--- config.mk ---
export PLATFORM = sky130hd
export DESIGN_NAME = png_chunk_ctrl
export DESIGN_NICKNAME = d
export VERILOG_FILES = /design/src/rtl/png_pkg.sv /design/src/rtl/png_chunk_oreg.sv /design/src/rtl/png_chunk_ctrl.sv
export SDC_FILE = /design/constraint.sdc
export NUM_CORES = 1
export LEC_CHECK = 0
export CAP_MARGIN = 0
export CORE_MARGIN = 2
export CORE_UTILIZATION = 40
export DETAILED_ROUTE_END_ITERATION = 12
export PLACE_DENSITY = 0.78
export SLEW_MARGIN = 20
export SYNTH_ARGS = -nofsm -noshare
export SYNTH_HDL_FRONTEND = slang
export SYNTH_SLANG_ARGS = --single-unit
--- constraint.sdc ---
create_clock -name clk -period 3.48 [get_ports clk]
set_clock_uncertainty 0.15 [all_clocks]
set_input_delay 0.522 -clock clk [delete_from_list [all_inputs] [get_ports clk]]
set_output_delay 0.522 -clock clk [all_outputs]
set_load 0.1 [all_outputs]
--- src/rtl/png_pkg.sv ---
// png_pkg: shared definitions for the PNG chunk sequencer.
//   state_e        - chunk sequencer FSM states
//   CRC_WD         - CRC word width
//   PACE_CYC       - pace counter reload value (engine beats >= 4 cycles apart)
//   PNG_IHDR/IDAT/IEND - chunk type words, first byte in [31:24]
//   png_len_word() - length field of a chunk: payload words -> byte count
package png_pkg;

    typedef enum logic [2:0] {
        ST_IDLE,
        ST_LEN,
        ST_TYP,
        ST_DAT,
        ST_WAIT,
        ST_CRC
    } state_e;

    localparam int          CRC_WD   = 32;
    localparam logic [1:0]  PACE_CYC = 2'd3;

    localparam logic [31:0] PNG_IHDR = 32'h49484452;
    localparam logic [31:0] PNG_IDAT = 32'h49444154;
    localparam logic [31:0] PNG_IEND = 32'h49454E44;

    // Byte count of a payload given in 32-bit words.
    function automatic logic [31:0] png_len_word(input logic [29:0] len);
        return {len, 2'b00};
    endfunction

endpackage

--- src/rtl/png_chunk_oreg.sv ---
// png_chunk_oreg: single-entry valid/ready output register carrying data + lst.
//   clk, rstn      clock, async active-low reset
//   ld_i           load a new entry (only asserted when free_o)
//   dat_i, lst_i   entry payload
//   rdy_i          downstream ready
//   val_o, dat_o, lst_o  registered entry
//   free_o         entry can accept a load this cycle (empty or draining)
module png_chunk_oreg #(
    parameter int W = 32
) (
    input  logic         clk,
    input  logic         rstn,
    input  logic         ld_i,
    input  logic [W-1:0] dat_i,
    input  logic         lst_i,
    input  logic         rdy_i,
    output logic         val_o,
    output logic [W-1:0] dat_o,
    output logic         lst_o,
    output logic         free_o
);

    logic         val_q;
    logic [W-1:0] dat_q;
    logic         lst_q;

    // Loading while draining keeps full throughput.
    assign free_o = !val_q || rdy_i;

    always_ff @(posedge clk or negedge rstn) begin
        if (!rstn) begin
            val_q <= 1'b0;
            dat_q <= '0;
            lst_q <= 1'b0;
        end else if (ld_i) begin
            val_q <= 1'b1;
            dat_q <= dat_i;
            lst_q <= lst_i;
        end else if (rdy_i) begin
            val_q <= 1'b0;
            lst_q <= 1'b0;
        end
    end

    assign val_o = val_q;
    assign dat_o = dat_q;
    assign lst_o = lst_q;

endmodule

--- src/rtl/png_chunk_ctrl.sv ---
// png_chunk_ctrl: sequences one PNG chunk (length, type, payload, CRC) onto the
// 32-bit output stream while feeding type+payload to an external crc32 engine,
// pacing engine beats at least 4 cycles apart.
//   clk, rstn                      clock, async active-low reset
//   start_i, len_i, type_i, busy_o chunk request / busy
//   in_val_i, in_rdy_o, in_dat_i, in_lst_i   payload input
//   out_val_o, out_rdy_i, out_dat_o, out_lst_o  chunk word output
//   crc_start_o, crc_val_o, crc_dat_o, crc_lst_o, crc_dat_i  engine interface
//   err_o                          sticky length mismatch flag
// Optional feature: PNG_CHUNK_CTRL_LEN_CHK_EN enables in_lst_i checking on
// err_o; when undefined in_lst_i is ignored and err_o is 0.
module png_chunk_ctrl
    import png_pkg::*;
#(
    parameter int LEN_WD = 16
) (
    input  logic              clk,
    input  logic              rstn,
    input  logic              start_i,
    input  logic [LEN_WD-1:0] len_i,
    input  logic [31:0]       type_i,
    output logic              busy_o,
    input  logic              in_val_i,
    output logic              in_rdy_o,
    input  logic [31:0]       in_dat_i,
    input  logic              in_lst_i,
    output logic              out_val_o,
    input  logic              out_rdy_i,
    output logic [31:0]       out_dat_o,
    output logic              out_lst_o,
    output logic              crc_start_o,
    output logic              crc_val_o,
    output logic [31:0]       crc_dat_o,
    output logic              crc_lst_o,
    input  logic [CRC_WD-1:0] crc_dat_i,
    output logic              err_o
);

    state_e            state_q;
    logic [LEN_WD-1:0] len_q;
    logic [31:0]       type_q;
    logic [LEN_WD-1:0] cnt_q;
    logic [1:0]        pace_q;
    logic              busy_q;

    logic        oreg_free;
    logic        oreg_ld;
    logic [31:0] oreg_dat_d;
    logic        oreg_lst_d;

    logic start_acc, typ_beat, dat_beat, crc_cap, in_rdy;
    logic pace_zero, len_zero, cnt_last;

    assign pace_zero = (pace_q == 2'd0);
    assign len_zero  = (len_q == '0);
    // Only meaningful in DAT, where len_q != 0.
    assign cnt_last  = (cnt_q == len_q - LEN_WD'(1));

    always_comb begin
        start_acc = (state_q == ST_IDLE) && start_i;
        // LEN holds the length word; the type beat is tried there already so
        // an unstalled chunk needs no extra cycle. TYP retries under stall.
        typ_beat  = ((state_q == ST_LEN) || (state_q == ST_TYP)) && pace_zero && oreg_free;
        in_rdy    = (state_q == ST_DAT) && pace_zero && oreg_free;
        dat_beat  = in_rdy && in_val_i;
        crc_cap   = (state_q == ST_WAIT) && pace_zero && oreg_free;

        oreg_ld    = start_acc || typ_beat || dat_beat || crc_cap;
        oreg_dat_d = '0;
        oreg_lst_d = 1'b0;
        if (start_acc) begin
            oreg_dat_d = png_len_word(30'(len_i));
        end else if (typ_beat) begin
            oreg_dat_d = type_q;
        end else if (dat_beat) begin
            oreg_dat_d = in_dat_i;
        end else if (crc_cap) begin
            oreg_dat_d = crc_dat_i;
            oreg_lst_d = 1'b1;
        end
    end

    assign crc_start_o = start_acc;
    assign crc_val_o   = typ_beat || dat_beat;
    assign crc_dat_o   = typ_beat ? type_q : (dat_beat ? in_dat_i : 32'h0);
    assign crc_lst_o   = (typ_beat && len_zero) || (dat_beat && cnt_last);
    assign in_rdy_o    = in_rdy;
    assign busy_o      = busy_q;

    always_ff @(posedge clk or negedge rstn) begin
        if (!rstn) begin
            state_q <= ST_IDLE;
            len_q   <= '0;
            type_q  <= '0;
            cnt_q   <= '0;
            pace_q  <= 2'd0;
            busy_q  <= 1'b0;
        end else begin
            if (crc_val_o) begin
                pace_q <= PACE_CYC;
            end else if (!pace_zero) begin
                pace_q <= pace_q - 2'd1;
            end

            case (state_q)
                ST_IDLE: begin
                    if (start_i) begin
                        len_q   <= len_i;
                        type_q  <= type_i;
                        cnt_q   <= '0;
                        busy_q  <= 1'b1;
                        state_q <= ST_LEN;
                    end
                end
                ST_LEN, ST_TYP: begin
                    if (typ_beat) begin
                        state_q <= len_zero ? ST_WAIT : ST_DAT;
                    end else begin
                        state_q <= ST_TYP;
                    end
                end
                ST_DAT: begin
                    if (dat_beat) begin
                        cnt_q <= cnt_q + LEN_WD'(1);
                        if (cnt_last) begin
                            state_q <= ST_WAIT;
                        end
                    end
                end
                ST_WAIT: begin
                    // Pace at 0 means the last beat's result has settled.
                    if (crc_cap) begin
                        state_q <= ST_CRC;
                    end
                end
                ST_CRC: begin
                    if (out_val_o && out_rdy_i) begin
                        busy_q  <= 1'b0;
                        state_q <= ST_IDLE;
                    end
                end
                default: state_q <= ST_IDLE;
            endcase
        end
    end

`ifdef PNG_CHUNK_CTRL_LEN_CHK_EN
    logic err_q;

    always_ff @(posedge clk or negedge rstn) begin
        if (!rstn) begin
            err_q <= 1'b0;
        end else if (start_acc) begin
            err_q <= 1'b0;
        end else if (dat_beat && (in_lst_i != cnt_last)) begin
            err_q <= 1'b1;
        end
    end

    assign err_o = err_q;
`else
    logic unused_lst;
    assign unused_lst = in_lst_i;
    assign err_o      = 1'b0;
`endif

    png_chunk_oreg #(.W(32)) u_oreg (
        .clk    (clk),
        .rstn   (rstn),
        .ld_i   (oreg_ld),
        .dat_i  (oreg_dat_d),
        .lst_i  (oreg_lst_d),
        .rdy_i  (out_rdy_i),
        .val_o  (out_val_o),
        .dat_o  (out_dat_o),
        .lst_o  (out_lst_o),
        .free_o (oreg_free)
    );

endmodule

==> reports/qor.txt, run 1 <==
Status -> finished with violations
Failing checks -> setup timing
ANT nets after route -> 0
Required @ worst endpoint -> 2.81 ns
Area Overhead vs Synth -> 56.45%
Critical Path AT -> 2.90 ns
Total track usage -> 25.28%
Post-DR vias/cell -> 5.665
Pre-antenna DRT Iters -> 5
Synth Area in Simple Gates -> 23.05%
Worst-case clock buffer depth -> 2
Share of power burned in registers -> 26.6%
Clock Tree Root -> clkbuf_16
Hold slack -> 0.08205 ns
Most common cell after layout, fill and taps aside -> nand2_1
Post-synth ARST share -> 100.0%
Crit path from -> len_q[0]
Vias post-DR -> 5382
H-tree depth -> 3
Setup WS post-layout -> -0.09466 ns
Nets -> 890
Final setup viols -> 1
Final wirelength -> 18070 microns
Mean routed wirelength per cell -> 19.02 microns
Number of synthesized flops with an enable pin -> 0
Sw power -> 3.171 mW
RSZ-0062 raised after global routing -> yes
Die H -> 119.0 microns
CTS tree -> done
Most frequent cells in the layout -> nand2_1, clkdlybuf4s50_1, dfrtp_1
Slew HR -> 30.87%
Mapped Area -> 5286 sq um
RD Place Congestion -> 0.9688
Min Tclk post-route -> 3.575 ns
Compound-Gate Fraction of Synth Area -> 17.14%
Full die area -> 14150 sq um
Largest net degree at the start of global routing -> 56
Slew Limit Fails -> 0
Xor/xnor cell area share of the yosys netlist -> 5.302%
Worst Max-Slew Pin Slew -> 1.034 ns
Fmax achieved -> 279.7 MHz
R2R Path Start -> len_q[0]
Most used DFF post-synth -> dfrtp_1
Top cell type's share of synthesized area -> 49.23%
Die Wd -> 119.0 microns
Gate power share -> 54.7%
CTS clock-pin slew for the worst setup and hold paths -> 0.07 ns
Clock Latency Late Sink -> 0.35 ns
Yosys Warn Count -> 0
Vias in the first global route -> 5549
CTS sink cnt -> 104
Core area -> 13090 sq um
Final Cycle Share -> 102.7%
Max_cap viols -> 0
CP Launch Type -> flip-flop
Clk pwr share -> 18.7%
Gr ovfl total -> 0
Number of diodes -> 0
DR iter-0 viols -> 471
Initial antenna violation count -> 0
Row cnt -> 42
Post-Syn Instances -> 578
Largest family of logic cells by synthesized area -> simple AND/OR/NAND/NOR gates
Ports -> 190
Syn nets -> 699
Pwr dens -> 793.9 nW/um^2
Critical path fanouts, max -> 3
Hold_buf cts -> 0
Initial cell density of the core -> 40.40%
Post-Synth Adder-Cell Area -> 0.7101%
Seq/Total Area, Yosys -> 49.23%
Post-synthesis mux area share -> 0.3787%
Yosys top cell by area -> dfrtp_1
Total CTS buffers -> 9
Crit path kind -> reg -> out
DRC Markers -> 0
Sw Ratio -> 48.30%
Top post-synthesis cells by area -> dfrtp_1, nand2_1, a22o_1
Int Pwr -> 3.395 mW
Flops & latches, synth -> 104
Port Buf Inserts -> 187
Synth cell types -> 55
Global-route wire length before repair -> 28550 microns
Maximum VDD drop -> 0.0004779 V
Hold Violations, Final -> 0
P_leak -> 3.775 nW
Hold Path Class -> in -> async
Mapped Avg Cell Area -> 9.146 sq um
Critical Path Sink Type -> output port
Layout cell share with drive strength beyond 1 -> 16.93%
Finished Core Util -> 63.21%
Post-DP HPWL -> 12760 microns
synthesized netlist by cell type, drive strengths merged (2+ instances only):
cell / instances
a221oi: 16
o21ai: 14
nand3: 9
nand4b: 2
and3b: 3
o21bai: 2
nor3: 7
a31oi: 2
mux2i: 2
nor2: 22
nand4: 11
o2111ai: 3
a221o: 16
clkbuf: 27
nor2b: 2
or3b: 2
or4: 4
o31ai: 3
a22o: 32
nand2: 184
xor2: 17
a211oi: 3
a21boi: 2
nor4: 6
nand2b: 2
xnor2: 15
and2: 4
buf: 12
dfrtp: 104
inv: 14
and3: 5
ha: 3
a21oi: 9
a21o: 2
nor4b: 3
sequential cells by signal (all words and copies together), names as in the netlist:
register,flops
state_q,3
len_q,16
cnt_q,16
type_q,32
u_oreg.val_o,1
u_oreg.dat_o,32
u_oreg.lst_o,1
pace_q,2
busy_o,1
layer usage:
layer	global-route usage, %	vias up	routed length (microns)
li1	-	2402	-
met1	31.15	2654	6990
met2	41.52	263	8966
met3	5.699	63	1359
met4	13.10	0	751
met5	0	-	0
critical path, cell delays in order, from the launching register on:
cell,delay [ns]
dfrtp_1,0.38
inv_2,0.06
ha_4,0.16
buf_4,0.13
nor4b_1,0.13
buf_4,0.16
a311oi_1,0.44
a41o_1,0.22
o2111ai_1,0.16
o21bai_4,0.23
o31ai_4,0.27
buf_12,0.21
final timing paths:
kind | to | slack, ns | cells after the start
min reg2reg | u_oreg.dat_o[6] | 0.32 | 2
max in group asynchronous | type_q[12] | 2.35 | 2
max reg2reg | state_q[0] | 0.15 | 14
min | u_oreg.dat_o[0] | 0.08 | 1
min in group clk | u_oreg.dat_o[6] | 0.32 | 2
max | crc_lst_o | -0.09 | 11
metrics by stage:
stage                     instance area [sq um]  power [mW]  setup slack [ns]  std cells  setup TNS [ns]
final                                      8270       6.566          -0.09466        950        -0.09466
after global routing                       8270       6.804           -0.1442        950         -0.1442
after CTS                                  8245       6.552          -0.03485        949        -0.03485
after detailed placement                   7779       5.245            0.1056        922               0
after global placement                     7779       5.171            0.1526        922               0
after floorplan                            5338       4.117           -0.1154        578         -0.1154
timing repair:
| action | in CTS | in global routing |
|---|---|---|
| endpoints found under the hold margin | 0 | 0 |
| setup endpoints to repair | 1 | 2 |
| pin swaps | 4 | 4 |
| gates resized for setup | 6 | 3 |
| setup buffers | 11 | 3 |
layout make-up:
| class | count | area [sq um] |
|---|---|---|
| fill | 1012 | 4815 |
| sequential | 104 | 2604 |
| multi-input combinational | 421 | 2560 |
| timing repair buffer | 219 | 2465 |
| clock buffer | 12 | 266.5 |
| tap | 176 | 220.2 |
| clock inverter | 4 | 98.84 |
| inverter | 14 | 56.30 |
cell families after synthesis:
| family | Yosys count |
|---|---|
| compound gates | 113 |
| other cells | 1 |
| xor+xnor | 32 |
| flops | 104 |
| buf+inv | 53 |
| mux | 2 |
| fa+ha+maj | 3 |
| simple gates | 270 |
power groups by stage:
stage | clock, mW | sequential [mW] | combinational [mW]
2_1_floorplan | 0 | 2.78 | 1.34
3_3_place_gp | 0 | 1.74 | 3.43
3_5_place_dp | 0 | 1.75 | 3.49
4_1_cts | 1.24 | 1.74 | 3.57
5_1_grt | 1.28 | 1.78 | 3.74
6_report | 1.23 | 1.75 | 3.59
(Power assumes the default switching activity.)
==> inputs of run 2 (changes only) <==
--- a/config.mk
+++ b/config.mk
@@ -5,11 +5,13 @@
 export SDC_FILE = /design/constraint.sdc
 export NUM_CORES = 1
 export LEC_CHECK = 0
+export ABC_AREA = 1
 export CAP_MARGIN = 0
 export CORE_MARGIN = 2
 export CORE_UTILIZATION = 40
+export CTS_CLUSTER_DIAMETER = 50
 export DETAILED_ROUTE_END_ITERATION = 12
-export PLACE_DENSITY = 0.78
+export PLACE_DENSITY = 0.77
 export SLEW_MARGIN = 20
 export SYNTH_ARGS = -nofsm -noshare
 export SYNTH_HDL_FRONTEND = slang
==> reports/qor.txt, run 2 <==
Status -> finished clean
Row cnt -> 42 (unchanged)
Full die area -> 14570 sq um (+3.0%)
Seq/Total Area, Yosys -> 47.76% (-1.5 points)
Initial antenna violation count -> 1 (+1)
Number of diodes -> 0 (unchanged)
Pwr dens -> 883.9 nW/um^2 (+11%)
Yosys Warn Count -> 0 (unchanged)
Post-DP HPWL -> 12860 microns (+0.78%)
Hold Path Class -> in -> async
CTS sink cnt -> 104 (unchanged)
Port Buf Inserts -> 187 (unchanged)
Setup WS post-layout -> 0.2110 ns (+0.3057 ns)
P_leak -> 3.991 nW (+5.7%)
Flops & latches, synth -> 104 (unchanged)
Synth cell types -> 32 (-42%)
Gr ovfl total -> 0 (unchanged)
Most frequent cells in the layout -> nand2_1, clkdlybuf4s50_1, dfrtp_1
Syn nets -> 866 (+24%)
DRC Markers -> 0 (unchanged)
Largest net degree at the start of global routing -> 56 (unchanged)
Pre-CTS worst setup slack -> 0.4457 ns (+0.3400 ns)
Slew HR -> 32.82% (+2.0 points)
CTS tree -> done
Total CTS buffers -> 9 (unchanged)
Initial cell density of the core -> 40.98% (+0.58 points)
Final instance area -> 8157 sq um (-1.4%)
Clock Latency Late Sink -> 0.36 ns (about the same)
Hold_buf cts -> 0 (unchanged)
Final Non-Filler Cells -> 1111 (+17%)
Fmax achieved -> 305.9 MHz (+9.4%)
Required @ worst endpoint -> 2.81 ns (about the same)
FF-to-FF path depth -> 10 (-4)
CP dominant cell by count -> nand2_1
CP Launch Type -> flip-flop
Top cell type's share of synthesized area -> 47.76% (-1.5 points)
Cell family with most CP delay -> simple AND/OR/NAND/NOR gates
R2R Path Start -> pace_q[0]
Post-DR vias/cell -> 5.024 (-11%)
Final wirelength -> 17470 microns (-3.3%)
RSZ-0062 raised after global routing -> no
Reg-to-reg setup timing slack -> 0.92 ns (+0.77 ns)
Commonest cells in the netlist -> nand2_1, dfrtp_1, nor2_1, inv_1, nand3_1
Worst-case clock buffer depth -> 2 (unchanged)
CTS clock-pin slew for the worst setup and hold paths -> 0.07 ns (about the same)
Clock Tree Root -> clkbuf_16
Slew Limit Fails -> 0 (unchanged)
PostCTS Resize Cnt -> 0 (-6)
Vias post-DR -> 5582 (+3.7%)
Most used DFF post-synth -> dfrtp_1
Worst path slowest cell -> dfrtp_1
Critical Path Sink Type -> output port
Global-route wire length before repair -> 27920 microns (-2.2%)
Post-CTS Setup Repair Bufs -> 0 (-11)
Final setup viols -> 0 (-1)
Layout cell share with drive strength beyond 1 -> 9.733% (-7.2 points)
Ports -> 190 (unchanged)
Core area -> 13300 sq um (+1.6%)
RD Place Congestion -> 0.8974 (-7.4%)
Min Tclk post-route -> 3.269 ns (-0.3057 ns)
Die Wd -> 120.7 microns (+1.5%)
Pre-antenna DRT Iters -> 5 (unchanged)
Slowest Stage Delay on Critical Path -> 0.44 ns (about the same)
Vias in the first global route -> 5550 (+0.018%)
Post-synth ARST share -> 100.0% (unchanged)
Area Overhead vs Synth -> 49.69%
Crit path kind -> reg -> out
Critical Path AT -> 2.60 ns (-0.30 ns)
Most common cell in the synthesized netlist -> nand2_1
DR iter-0 viols -> 317 (-33%)
Yosys top cell by area -> dfrtp_1
Placed Cells -> 1095 (+19%)
H-tree depth -> 3 (unchanged)
Top post-synthesis cells by area -> dfrtp_1, nand2_1, nand3_1
Most common cell after layout, fill and taps aside -> nand2_1
Mapped Area -> 5449 sq um (+3.1%)
Placed Instance Area -> 7864 sq um (+1.1%)
Critical-path cell list -> nor2_1 > nand2_1 > nor2_1 > nand2_1 > nand2_1 > nand2_1 > nand2_1 > nand2_1 > nor2_1 > nand4_1 > nor2_1 > nand3b_1 > nand2_1 > buf_12
Total track usage -> 24.54% (-0.74 points)
Mapped Avg Cell Area -> 7.314 sq um (-20%)
Maximum VDD drop -> 0.0004524 V (-5.3%)
Nets -> 1051 (+18%)
Finished Core Util -> 61.35% (-1.9 points)
Crit path buf inv count -> 1 (-3)
Die H -> 120.7 microns (+1.5%)
FF-to-FF End -> u_oreg.dat_o[21]
Post-Syn Instances -> 745 (+29%)
Setup TNS -> 0 ns (+0.09466 ns)
ANT nets after route -> 0 (unchanged)
Final Cycle Share -> 93.94% (-8.8 points)
Mean routed wirelength per cell -> 15.72 microns (-17%)
Number of synthesized flops with an enable pin -> 0 (unchanged)
Max_cap viols -> 0 (unchanged)
Worst Max-Slew Pin Slew -> 1.004 ns (-0.02916 ns)
Hold Violations, Final -> 0 (unchanged)
Critical path fanouts, max -> 7 (+4)
==> run 2: cell families after synthesis <==
logic type / share of synthesized area [%]
AND/OR/NAND/NOR: 34.97
XOR/XNOR: 2.503
AO/OA/AOI/OAI: 8.289
adder cells (fa/ha/maj): 0.6889
flip-flops: 47.76
buffers and inverters: 5.717
other: 0.06882
==> run 2: report_power, final <==
group          leakage, nW  internal [mW]  switching (mW)
clock network        0.144          0.501           0.500
logic                 2.51           1.24            3.00
registers             1.33           1.66           0.308
==> run 2: metrics by stage <==
step	hold WS (ns)	total power, mW
floorplan	0.07641	4.940
global placement	0.3128	6.143
detailed placement	0.3153	6.216
CTS	0.09153	7.221
global route	0.1185	7.619
finish	0.05239	7.210
==> run 2: final cells by class <==
class | instances | area (sq um)
clock inverters | 7 | 65.06
multi-input cells | 560 | 2546
fillers | 1159 | 5139
clock buffers | 9 | 225.2
inverters | 56 | 210.2
well taps | 176 | 220.2
repair buffers | 199 | 2287
flip-flops and latches | 104 | 2603
==> run 2: worst max path at each step <==
stage	from	end	slack, ns	depth (start not counted)
6_report	len_q[5]	crc_lst_o	0.21	14
5_1_grt	len_q[5]	crc_lst_o	0.02	12
4_1_cts	len_q[0]	crc_lst_o	0.22	12
3_5_place_dp	out_rdy_i	u_oreg.dat_o[21]	0.45	11
3_3_place_gp	out_rdy_i	u_oreg.dat_o[28]	0.50	11
2_1_floorplan	u_oreg.val_o	u_oreg.dat_o[10]	0.34	9
==> run 2: layer usage <==
metal | vias to the layer above | wire length, microns | track usage, %
met3 | 39 | 1138 | 5.613
met5 | - | 12 | 0
met1 | 2632 | 7651 | 32.63
met4 | 2 | 411 | 8.503
met2 | 172 | 8254 | 39.48
li1 | 2737 | - | -
==> variant (flow settings as in run 2) <==
Build with the macro `PNG_CHUNK_CTRL_LEN_CHK_EN` defined.
--- a/src/rtl/png_chunk_ctrl.sv
+++ b/src/rtl/png_chunk_ctrl.sv
@@ -9,6 +9,8 @@
 //   err_o                          sticky length mismatch flag
 // Optional feature: PNG_CHUNK_CTRL_LEN_CHK_EN enables in_lst_i checking on
 // err_o; when undefined in_lst_i is ignored and err_o is 0.
+`define PNG_CHUNK_CTRL_LEN_CHK_EN
+
 module png_chunk_ctrl
     import png_pkg::*;
 #(
Formal check against the unedited RTL: not equivalent (a bounded check fails within 10 cycles, from zero or initial values and one cycle with rstn low).
==> variant against run 2 <==
  * Design area grew 1.3%
  * Setup slack gained 0.080 ns
  * Power grew 8.2%
  * Via count shrank 1.2%
  * Global-route usage grew 0.15 points
  * Area after synthesis shrank 0.41%
  * Routed wire length shrank 0.68%
  * Non-clock buffer count grew 4
  * Sequential cell count grew 1
  * Synthesized cell count shrank 3.0%
==> variant: results (changes against run 2) <==
| Metric | Value |
|---|---|
| WP data arrival | 2.52 ns (-0.08 ns) |
| Gr usage total | 24.7% (+0.15 points) |
| GR Util met2 | 40.6% (+1.1 points) |
| Status | completed |
| Metal3 WL | 1080 um (-5.1%) |
| DR iter-0 viols | 321 (+1.3%) |
| Cell Area, Placed | 7900 um^2 (+0.48%) |
| Layout cell share with drive strength beyond 1 | 9.58% (-0.16 points) |
| Post-Synth XOR/XNOR Area | 2.26% (-0.24 points) |
| Pre-CTS setup slack | 0.477 ns (+0.0312 ns) |
| Pleak | 3.99 nW (-0.12%) |
| Max FO, Critical Path | 5 (-2) |
| Critical Path Max Stage Delay | 0.41 ns (-0.03 ns) |
| Largest net degree at the start of global routing | 64 (+14%) |
| Sequential element share of the synthesized area | 48.4% (+0.66 points) |
| Syn nets | 844 (-2.5%) |
| First-pass GRT wire length | 28100 um (+0.57%) |
| Grt met3 use | 7.08% (+1.5 points) |
| Peak VDD IR | 0.000629 V (+39%) |
| Worst slew pin tran | 1.02 ns (+0.0143 ns) |
| Largest cells by area after synthesis | dfrtp_1 48%, nand2_1 22%, nand3_1 4.4%, inv_1 4.1%, a221o_1 3.0% |
| Compound-Gate Fraction of Synth Area | 8.95% (+0.66 points) |
| Via/cell ratio | 5.04 (+0.28%) |
| Synth cell count leaders | 320 x nand2_1, 105 x dfrtp_1, 59 x inv_1 |
| CTS Buf Count | 9 (unchanged) |
| Mapped Cells | 723 (-3.0%) |
| Hpwl dp | 13100 um (+1.6%) |
| WL per Instance | 15.8 um (+0.78%) |
| Routed via count | 5517 (-1.2%) |
| Filler cells | 1158 (-0.086%) |
| Met1 GRT Util | 31.7% (-0.93 points) |
| Initial antenna violation count | 0 (-1) |
| GP Congestion | 0.898 (about the same) |
| Diode count | 0 (unchanged) |
| Placed cells | 1078 (-1.6%) |
| Post-Synth Adder-Cell Area | 0.692% (+0.0029 points) |
| IO buf count | 189 (+1.1%) |
| M1 WL | 7380 um (-3.6%) |
variant: changes by cell type after synthesis, sizes merged, moves of 2 or more:
cell,before,now
clkbuf,20,17
inv,55,61
nand2,342,321
nand3,45,50
nand3b,2,0
nand4,3,5
nor2,63,44
nor3,10,13
nor4,4,6
o31ai,0,2
variant: area by class of cell:
type,instances,share of cell area (%)
clock buffer,9,2.73
sequential,105,31.8
multi-input combinational,534,30.2
timing repair buffer,203,28.3
tap,176,2.67
inverter,61,2.77
clock inverter,7,1.50
variant: final timing paths:
kind                                  startpoint                            to  slack, ns  cells after the start
min in group clk           type_q[1]$_DFFE_PN0P_         type_q[1]$_DFFE_PN0P_       0.32                      2
max                         len_q[0]$_DFFE_PN0P_                     crc_lst_o       0.29                     13
max in group asynchronous                   rstn          len_q[4]$_DFFE_PN0P_       2.19                      2
min                                         rstn  u_oreg.dat_o[20]$_DFFE_PN0P_       0.10                      1
min reg2reg                type_q[1]$_DFFE_PN0P_         type_q[1]$_DFFE_PN0P_       0.32                      2
max reg2reg                pace_q[0]$_DFFE_PN0P_  u_oreg.dat_o[28]$_DFFE_PN0P_       1.00                      9
variant: worst register-to-register path, stage by stage, from the launching register on:
cell and delay, ns:
dfrtp_1 0.40, inv_1 0.07, ha_1 0.24, nand2_1 0.17, nor3_4 0.37, inv_2 0.12
nand2_1 0.24, nor3_4 0.06, buf_4 0.23, a221o_1 0.33
variant: where the power goes:
part	internal, mW	total, mW	leakage [nW]	switching [mW]
registers	1.71	2.07	1.34	0.359
logic	1.33	4.53	2.48	3.20
clock network	0.710	1.20	0.167	0.487
variant: stage by stage:
stage               utilization [%]  power, mW
floorplan                         -       5.19
global placement               59.7       6.54
detailed placement             59.7       6.60
CTS                            62.3       7.82
global route                   62.4       8.24
finish                         62.4       7.80
